### config.mk
export PLATFORM = sky130hd
export DESIGN_NAME = mem_responder_flat
export DESIGN_NICKNAME = d
export VERILOG_FILES = /design/src/rtl/mem_responder_if.sv /design/src/rtl/mem_responder.sv /design/src/flat_wrapper.sv
export SDC_FILE = /design/constraint.sdc
export NUM_CORES = 2
export LEC_CHECK = 0
export CAP_MARGIN = 15
export CELL_PAD_IN_SITES_DETAIL_PLACEMENT = 2
export CELL_PAD_IN_SITES_GLOBAL_PLACEMENT = 2
export CORE_MARGIN = 4
export CORE_UTILIZATION = 45
export CTS_BUF_LIST = sky130_fd_sc_hd__clkbuf_8
export DETAILED_ROUTE_END_ITERATION = 8
export GPL_ROUTABILITY_DRIVEN = 0
export PLACE_DENSITY_LB_ADDON = 0.15
export SYNTH_ARGS = -nofsm -noshare
export SYNTH_HDL_FRONTEND = slang
export SYNTH_SLANG_ARGS = --single-unit
export TNS_END_PERCENT = 100
### constraint.sdc
create_clock -name clk -period 8.4 [get_ports clk]
set_clock_uncertainty 0.05 [all_clocks]
set_input_delay 1.26 -clock clk [delete_from_list [all_inputs] [get_ports clk]]
set_output_delay 1.26 -clock clk [all_outputs]
set_load 0.005 [all_outputs]
### src/rtl/mem_responder_if.sv
// Processor-side memory bus between the multicycle core (master) and the
// memory responder (slave).
interface mem_responder_if;
  logic        MemReq;
  logic        MemWrite;
  logic [31:0] Adr;
  logic [31:0] WriteData;
  logic [31:0] ReadData;
  logic        MemReady;
  logic        MemFault;
  logic        Busy;

  modport master (output MemReq, MemWrite, Adr, WriteData,
                  input  ReadData, MemReady, MemFault, Busy);
  modport slave  (input  MemReq, MemWrite, Adr, WriteData,
                  output ReadData, MemReady, MemFault, Busy);
endinterface

### src/rtl/mem_responder.sv
// Unified I/D memory responder with programmable wait states, a one-cycle
// MemReady pulse and fault flagging for misaligned / out-of-range accesses.
module mem_responder #(
  parameter int DEPTH       = 64,
  parameter int WAIT_STATES = 2,
  parameter int CW          = 4
) (
  input logic             clk,
  input logic             reset,
  mem_responder_if.slave  bus
);
  localparam int          IW      = (DEPTH > 1) ? $clog2(DEPTH) : 1;
  localparam logic [29:0] DEPTH_W = 30'(DEPTH);

  localparam logic [1:0] S_IDLE = 2'd0;
  localparam logic [1:0] S_WAIT = 2'd1;
  localparam logic [1:0] S_RESP = 2'd2;

  logic [1:0]    state;
  logic [CW-1:0] cnt;
  logic [31:0]   adr_q, wdata_q, rdata;
  logic          we_q, fault_q, ready, fault;

  reg [31:0] mem [0:DEPTH-1];

  // With zero wait states the commit happens on the accepting edge, so the
  // commit source is the live bus in IDLE and the latched request otherwise.
  logic [31:0]   c_adr, c_wdata;
  logic          c_we, c_fault, go_resp;
  logic [IW-1:0] c_idx;

  always_comb begin
    c_adr   = adr_q;
    c_wdata = wdata_q;
    c_we    = we_q;
    c_fault = fault_q;
    if (state == S_IDLE) begin
      c_adr   = bus.Adr;
      c_wdata = bus.WriteData;
      c_we    = bus.MemWrite;
      c_fault = (bus.Adr[1:0] != 2'b00) || (bus.Adr[31:2] >= DEPTH_W);
    end
    c_idx   = c_adr[IW+1:2];
    go_resp = ((state == S_IDLE) && bus.MemReq && (WAIT_STATES == 0)) ||
              ((state == S_WAIT) && (cnt == CW'(1)));
  end

  always_ff @(posedge clk) begin
    if (reset) begin
      state   <= S_IDLE;
      cnt     <= '0;
      adr_q   <= '0;
      wdata_q <= '0;
      we_q    <= 1'b0;
      fault_q <= 1'b0;
      rdata   <= '0;
      ready   <= 1'b0;
      fault   <= 1'b0;
    end else begin
      ready <= 1'b0;
      fault <= 1'b0;
      case (state)
        S_IDLE: if (bus.MemReq) begin
          adr_q   <= c_adr;
          wdata_q <= c_wdata;
          we_q    <= c_we;
          fault_q <= c_fault;
          cnt     <= CW'(WAIT_STATES);
          state   <= (WAIT_STATES == 0) ? S_RESP : S_WAIT;
        end
        S_WAIT: begin
          cnt <= cnt - CW'(1);
          if (cnt == CW'(1)) state <= S_RESP;
        end
        S_RESP:  state <= S_IDLE;
        default: state <= S_IDLE;
      endcase
      if (go_resp) begin
        ready <= 1'b1;
        fault <= c_fault;
        rdata <= (c_we || c_fault) ? 32'h0 : mem[c_idx];
      end
    end
  end

  // Array has no reset; a reset edge also suppresses a pending commit.
  always_ff @(posedge clk) begin
    if (!reset && go_resp && c_we && !c_fault) mem[c_idx] <= c_wdata;
  end

  assign bus.ReadData = rdata;
  assign bus.MemReady = ready;
  assign bus.MemFault = fault;
  assign bus.Busy     = (state != S_IDLE);
endmodule

### src/flat_wrapper.sv
// flat-port wrapper written by rule: the top's interface ports become plain ports
module mem_responder_flat 
#(
  parameter int DEPTH       = 64,
  parameter int WAIT_STATES = 2,
  parameter int CW          = 4
)
  (clk, reset, bus_MemReq, bus_MemWrite, bus_Adr, bus_WriteData, bus_ReadData, bus_MemReady, bus_MemFault, bus_Busy);
  mem_responder_if bus_i ();
  input logic clk;
  input logic reset;
  input wire logic [$bits(bus_i.MemReq)-1:0] bus_MemReq;
  input wire logic [$bits(bus_i.MemWrite)-1:0] bus_MemWrite;
  input wire logic [$bits(bus_i.Adr)-1:0] bus_Adr;
  input wire logic [$bits(bus_i.WriteData)-1:0] bus_WriteData;
  output wire logic [$bits(bus_i.ReadData)-1:0] bus_ReadData;
  output wire logic [$bits(bus_i.MemReady)-1:0] bus_MemReady;
  output wire logic [$bits(bus_i.MemFault)-1:0] bus_MemFault;
  output wire logic [$bits(bus_i.Busy)-1:0] bus_Busy;
  assign bus_i.MemReq = bus_MemReq;
  assign bus_i.MemWrite = bus_MemWrite;
  assign bus_i.Adr = bus_Adr;
  assign bus_i.WriteData = bus_WriteData;
  assign bus_ReadData = bus_i.ReadData;
  assign bus_MemReady = bus_i.MemReady;
  assign bus_MemFault = bus_i.MemFault;
  assign bus_Busy = bus_i.Busy;
  mem_responder #(.DEPTH(DEPTH), .WAIT_STATES(WAIT_STATES), .CW(CW)) u_core (.clk(clk), .reset(reset), .bus(bus_i));
endmodule
# Word-level counts from Yosys, hierarchy flattened
# Memory sizes are Yosys's and may differ from the RTL's.
# Cells that the tools add are included.
# word_totals
input_bits	68
memories	1
output_inout_bits	35
ff_bits	82
word_cells	46
ramBits	2048
# memory_table
name	depth	width	read_ports	rd_ports_with_merged_regs	write_ports	line_no	text
u_core.mem	64	32	1	0	1	mem_responder.sv:24	reg [31:0] mem [0:DEPTH-1];
# classes
eq_ne	4
n_addsub	1
reduce_logical	16
magnitude_cmp	1
bitwise_logic	1
mux	13
# ops
cell	count
32-bit 2-to-1 mux	2
30-bit by 7-bit greater-or-equal comparator with 1-bit output, second input constant	1
8-bit 2-to-1 mux	1
4-bit case mux with 2 select lines	1
2-bit AND reduction	3
2-bit nonzero test	3
1-bit 2-to-1 mux	5
4-bit by 1-bit == test with 1-bit output, second input constant	1
1-bit logical AND	4
2-bit 2-to-1 mux	2
4-bit 2-to-1 mux	1
2-bit inequality test, second input constant	2
2-bit case mux with 2 select lines	1
4-bit by 1-bit subtractor with 4-bit output, second input constant	1
2-bit by 1-bit == test with 1-bit output, second input constant	1
1-bit logical NOT	2
2-bit logical NOT	1
1-bit logical OR	2
2-bit OR reduction	1
1-bit NOT	1

# Logic depth before layout (Yosys ltp)
# logic_depth
word_depth	7
mapped_depth	13
ltp_nobuf	10

# Least setup slack after synthesis
# OpenSTA, ideal clock, no wires.
# synth_timing
kind	input-to-reg
from	input port bus_Adr[3]
to	memory u_core.mem[22][0], enable pin
path_buffers	4
required_time_ns	7.929
t_arrival_ns	4.183
path_stages	8
slack_ns	3.746
setup_ns	0.421
cell_sequence	or3b_1 > buf_2 > nand2_2 > buf_2 > buf_2 > buf_1 > nand3_1 > nor2_1
# synth_via
elab_chain_len	7
word_cells_on_any_way	8
# synth_rtl
element	line_no	text
start, declared	flat_wrapper.sv:14	input wire logic [$bits(bus_i.Adr)-1:0] bus_Adr;
30-bit by 7-bit greater-or-equal comparator with 1-bit output	mem_responder.sv:41	c_fault = (bus.Adr[1:0] != 2'b00) || (bus.Adr[31:2] >= DEPTH_W);
1-bit logical OR	mem_responder.sv:41	
1-bit 2-to-1 mux	mem_responder.sv:37	if (state == S_IDLE) begin
1-bit logical NOT	mem_responder.sv:88	if (!reset && go_resp && c_we && !c_fault) mem[c_idx] <= c_wdata;
1-bit logical AND	mem_responder.sv:88	
1-bit 2-to-1 mux	mem_responder.sv:88	
1-bit 2-to-1 mux (implied by the code)	mem_responder.sv:88	
end, declared	mem_responder.sv:24	
# Several ways; a longest one is shown, not always the timed one.

# Worst setup path after layout
# layout_timing
from	input port bus_Adr[2]
to	register u_core.rdata[13] (netlist: u_core.bus.ReadData[13])
# layout_via
elab_chain_len	5
word_cells_on_any_way	7
# layout_rtl
element	line_no	text
30-bit by 7-bit greater-or-equal comparator with 1-bit output	mem_responder.sv:41	
1-bit logical OR	mem_responder.sv:41	
1-bit 2-to-1 mux	mem_responder.sv:37	
1-bit logical OR	mem_responder.sv:81	rdata <= (c_we || c_fault) ? 32'h0 : mem[c_idx];
32-bit 2-to-1 mux (*)	mem_responder.sv:81	
end signal, assigned	mem_responder.sv:81	
end, declared	mem_responder.sv:21	logic [31:0] adr_q, wdata_q, rdata;
# Every way passes the cells marked *; elsewhere a longest branch is shown, timed or not.
# A chain may end at the register's enable or synchronous reset.

==> impl_metrics.yaml <==
status:
  outcome: "complete, no violations"
timing:
  hold_violations: 0
  final_total_negative_setup_slack_ns: 0
  timing_worst_slew_pin_value_ns: 1.26
  setup-violations-final: 0
  slew-limit-headroom_pct: 14.9
  finalWorstPathRequiredPeriod_ns: 5.59
  timing_max_transition_violations_final: 0
  hold_ws_ns: 0.407
  final_min_period_over_clock_period_pct: 66.5
  setup_repair_after_global_routing_missed_its_margin: "false"
  fmax_ghz: 0.179
clock_network:
  ctsHoldBuffers: 0
  cts_buffers: 368
  cts.root.buffer_cell: "clkbuf_8"
  clock_latency_ns: 1.11
  cts_max_level: 5
  cts-root-to-sink-buffers: 4
  cts_tree: "yes"
  clkSinkCount: 2128
  postCtsResizedCells: 0
  cts_post_setup_buffers_inserted: 0
  clkTransAtPathRegs_ns: 0.07
setup_path:
  crit_fanout: 67
  worstSetupStartpointType: "primary input"
  worst_ep_required_time_ns: 9.36
  r2r_setup_slack_ns: 2.95
  endpoint_kind: "register"
  cp_data_arrival_time_ns: 6.55
  worstSetupPathType: "primary input to register"
logic_synthesis:
  area_contributors_post_synth: "edfxtp_1 76%, nand2_1 4.4%, o22ai_1 2.6%"
  synth_edf_count: 2048
  post-synth-top-area-cell: "edfxtp_1"
  postSynthNetCount: 5388
  yosysSeqAreaShare_pct: 78.1
  synth_flop_cell: "edfxtp_1"
  postSynthCellCount: 5318
  asyncSetResetFlopFracSynth_pct: 0
  postSynthAreaPerCell_um2: 15.2
  synth_area_mm2: 0.0808
  synth_largest_type_area_fraction_pct: 76.1
  postSynthRegisterBits: 2128
  yosys.cell_types.count: 81
  synth.yosys.warnings: 0
place:
  buffer_ports.inserted: 102
  detailed_place_hpwl_um: 211000
  numPlacedInstances: 7619
route:
  mean_routed_wirelength_per_cell_um: 44.8
  ant_nets: 0
  initialDrtViolationCount: 10100
  post_drt_via_cell_ratio: 7.02
  routed-via-count: 58100
  detail_route.wirelength_um: 371000
  dr.pass1.iters: 9
  drc_errors: 0
die:
  die-width_um: 432
  initial_core_util_pct: 45.3
  rows: 155
  fp.dieArea_mm2: 0.186
  core_area_mm2: 0.178
  fp.dieH_um: 432
  io_pins: 103
pwr:
  power.density_mw_per_mm2: 253
  max-vdd-ir-drop_mv: 0.188
  total_leakage_power_nw: 30.2
job:
  max_cap_viol_count: 0
global_routing:
  grtUsageMet3_pct: 11.3
  grt_pass1_vias: 60600
  grt_first_pass_wirelength_um: 504000
  grt_antenna_before_repair: 42
  grt_remaining_overflow: 0
  grt_start_max_net_pins: 136
  grt_busiest_layer: "met2"
  grt.met2_usage_pct: 60.1
  groute.layer.met1.usage_pct: 49.2
  globalRouteTotalUtil_pct: 39.1
hold_path:
  hold_class: "register to register"
layout:
  area.growth.synth_to_final_pct: 14.6
  final_cell_mix: "2,048 x edfxtp_1, 911 x nand2_1, 387 x clkbuf_8, 342 x o22ai_1, 203 x a21oi_1"
  final_cell_count_no_fill: 8280
  nets: 5708
  final_common_cell: "edfxtp_1"
  fraction_of_final_layout_cells_with_drive_strength_greater_than_1_pct: 13.4
==> layout make-up <==
cell class                 instances  area (um2)
clock buffer                     387        5330
tap                             2355        2950
inverter                           8        30.0
sequential                      2128       63100
antenna                           17        42.5
multi-input combinational       2821       16900
fill                           16200       85800
timing repair buffer             311        3050
clock inverter                   253        1270
==> per-stage QoR <==
stage / setup WS (ns) / total power (W) / utilization, % / area [um2]
6_report: 2.81 / 0.0234 / 51.9 / 92600
5_1_grt: 2.94 / 0.0239 / 51.9 / 92600
4_1_cts: 3.06 / 0.0233 / 51.9 / 92500
3_5_place_dp: 1.97 / 0.0144 / 48.2 / 85900
3_3_place_gp: 1.99 / 0.0143 / 48.0 / 85700
2_1_floorplan: 3.75 / 0.0132 / - / 80800
==> sequential cells by signal, indices dropped and copies added (netlist names) <==
register / cells
u_core.adr_q: 6
u_core.bus.MemFault: 1
u_core.bus.MemReady: 1
u_core.bus.ReadData: 32
u_core.cnt: 4
u_core.fault_q: 1
u_core.mem: 2048
u_core.state: 2
u_core.wdata_q: 32
u_core.we_q: 1
==> synthesized netlist by cell type, drive strengths merged (3+ instances only) <==
| cell type | number |
|---|---|
| mux2 | 4 |
| o21a | 3 |
| inv | 8 |
| a221oi | 11 |
| a311oi | 4 |
| nor2 | 221 |
| nor2b | 8 |
| a31oi | 114 |
| a21oi | 205 |
| o31ai | 8 |
| a32oi | 127 |
| o22a | 15 |
| nor4 | 45 |
| mux2i | 138 |
| dfxtp | 80 |
| o2111ai | 5 |
| o211ai | 20 |
| o41ai | 3 |
| a22oi | 23 |
| nand2b | 7 |
| a2111oi | 8 |
| buf | 243 |
| or3b | 3 |
| or4 | 5 |
| nand2 | 953 |
| o22ai | 342 |
| nor3 | 25 |
| a222oi | 28 |
| clkbuf | 118 |
| nand3b | 4 |
| a22o | 11 |
| and2 | 7 |
| nand3 | 181 |
| o21ai | 49 |
| a211oi | 52 |
| or3 | 3 |
| o221ai | 95 |
| and3 | 37 |
| edfxtp | 2048 |
| nand4 | 8 |
| a32o | 24 |
==> per-layer routing <==
layer	part of all wire, %	vias to the layer above	routed length (um)
met4	6.7	34	24700
met3	12	1311	43100
li1	-	21600	-
met1	36	30400	133000
met2	46	4788	170000
met5	0.067	-	250
==> kinds of logic after synthesis <==
kind of cell | Yosys count | synth area share (%)
DFF | 2128 | 78.1
adders and majority gates | 2 | 0.0310
and+or+nand+nor | 1512 | 7.87
AOI/OAI and AO/OA | 1165 | 10.1
muxes | 142 | 1.78
buffers and inverters | 369 | 2.17
==> worst paths after layout <==
kind / startpoint / end / cells after the start
max reg2reg: u_core.state[1] / u_core.bus.ReadData[9] / 10
min reg2reg: u_core.wdata_q[21] / u_core.wdata_q[21] / 2
max: bus_Adr[2] / u_core.bus.ReadData[13] / 11
min: u_core.wdata_q[21] / u_core.wdata_q[21] / 2
==> power by group <==
group / total [W] / leakage, nW / internal, W / switching (W)
logic: 0.00249 / 7.15 / 0.000486 / 0.00200
registers: 0.0118 / 19.2 / 0.0118 / 0.0000174
clock network: 0.00908 / 3.84 / 0.00454 / 0.00454
total: 0.0234 / 30.2 / 0.0169 / 0.00656
==> worst max-delay path: stages <==
cell             delay, ns
clkdlybuf4s50_1       0.47
buf_4                 0.23
or3b_1                0.67
nand2_8               0.72
buf_12                0.47
buf_4                 0.52
mux2i_1               0.18
a32oi_1               0.31
a31oi_1               0.14
nor4_1                1.09
a32o_1                0.30
No activity file was read; power rests on OpenSTA's default activity.
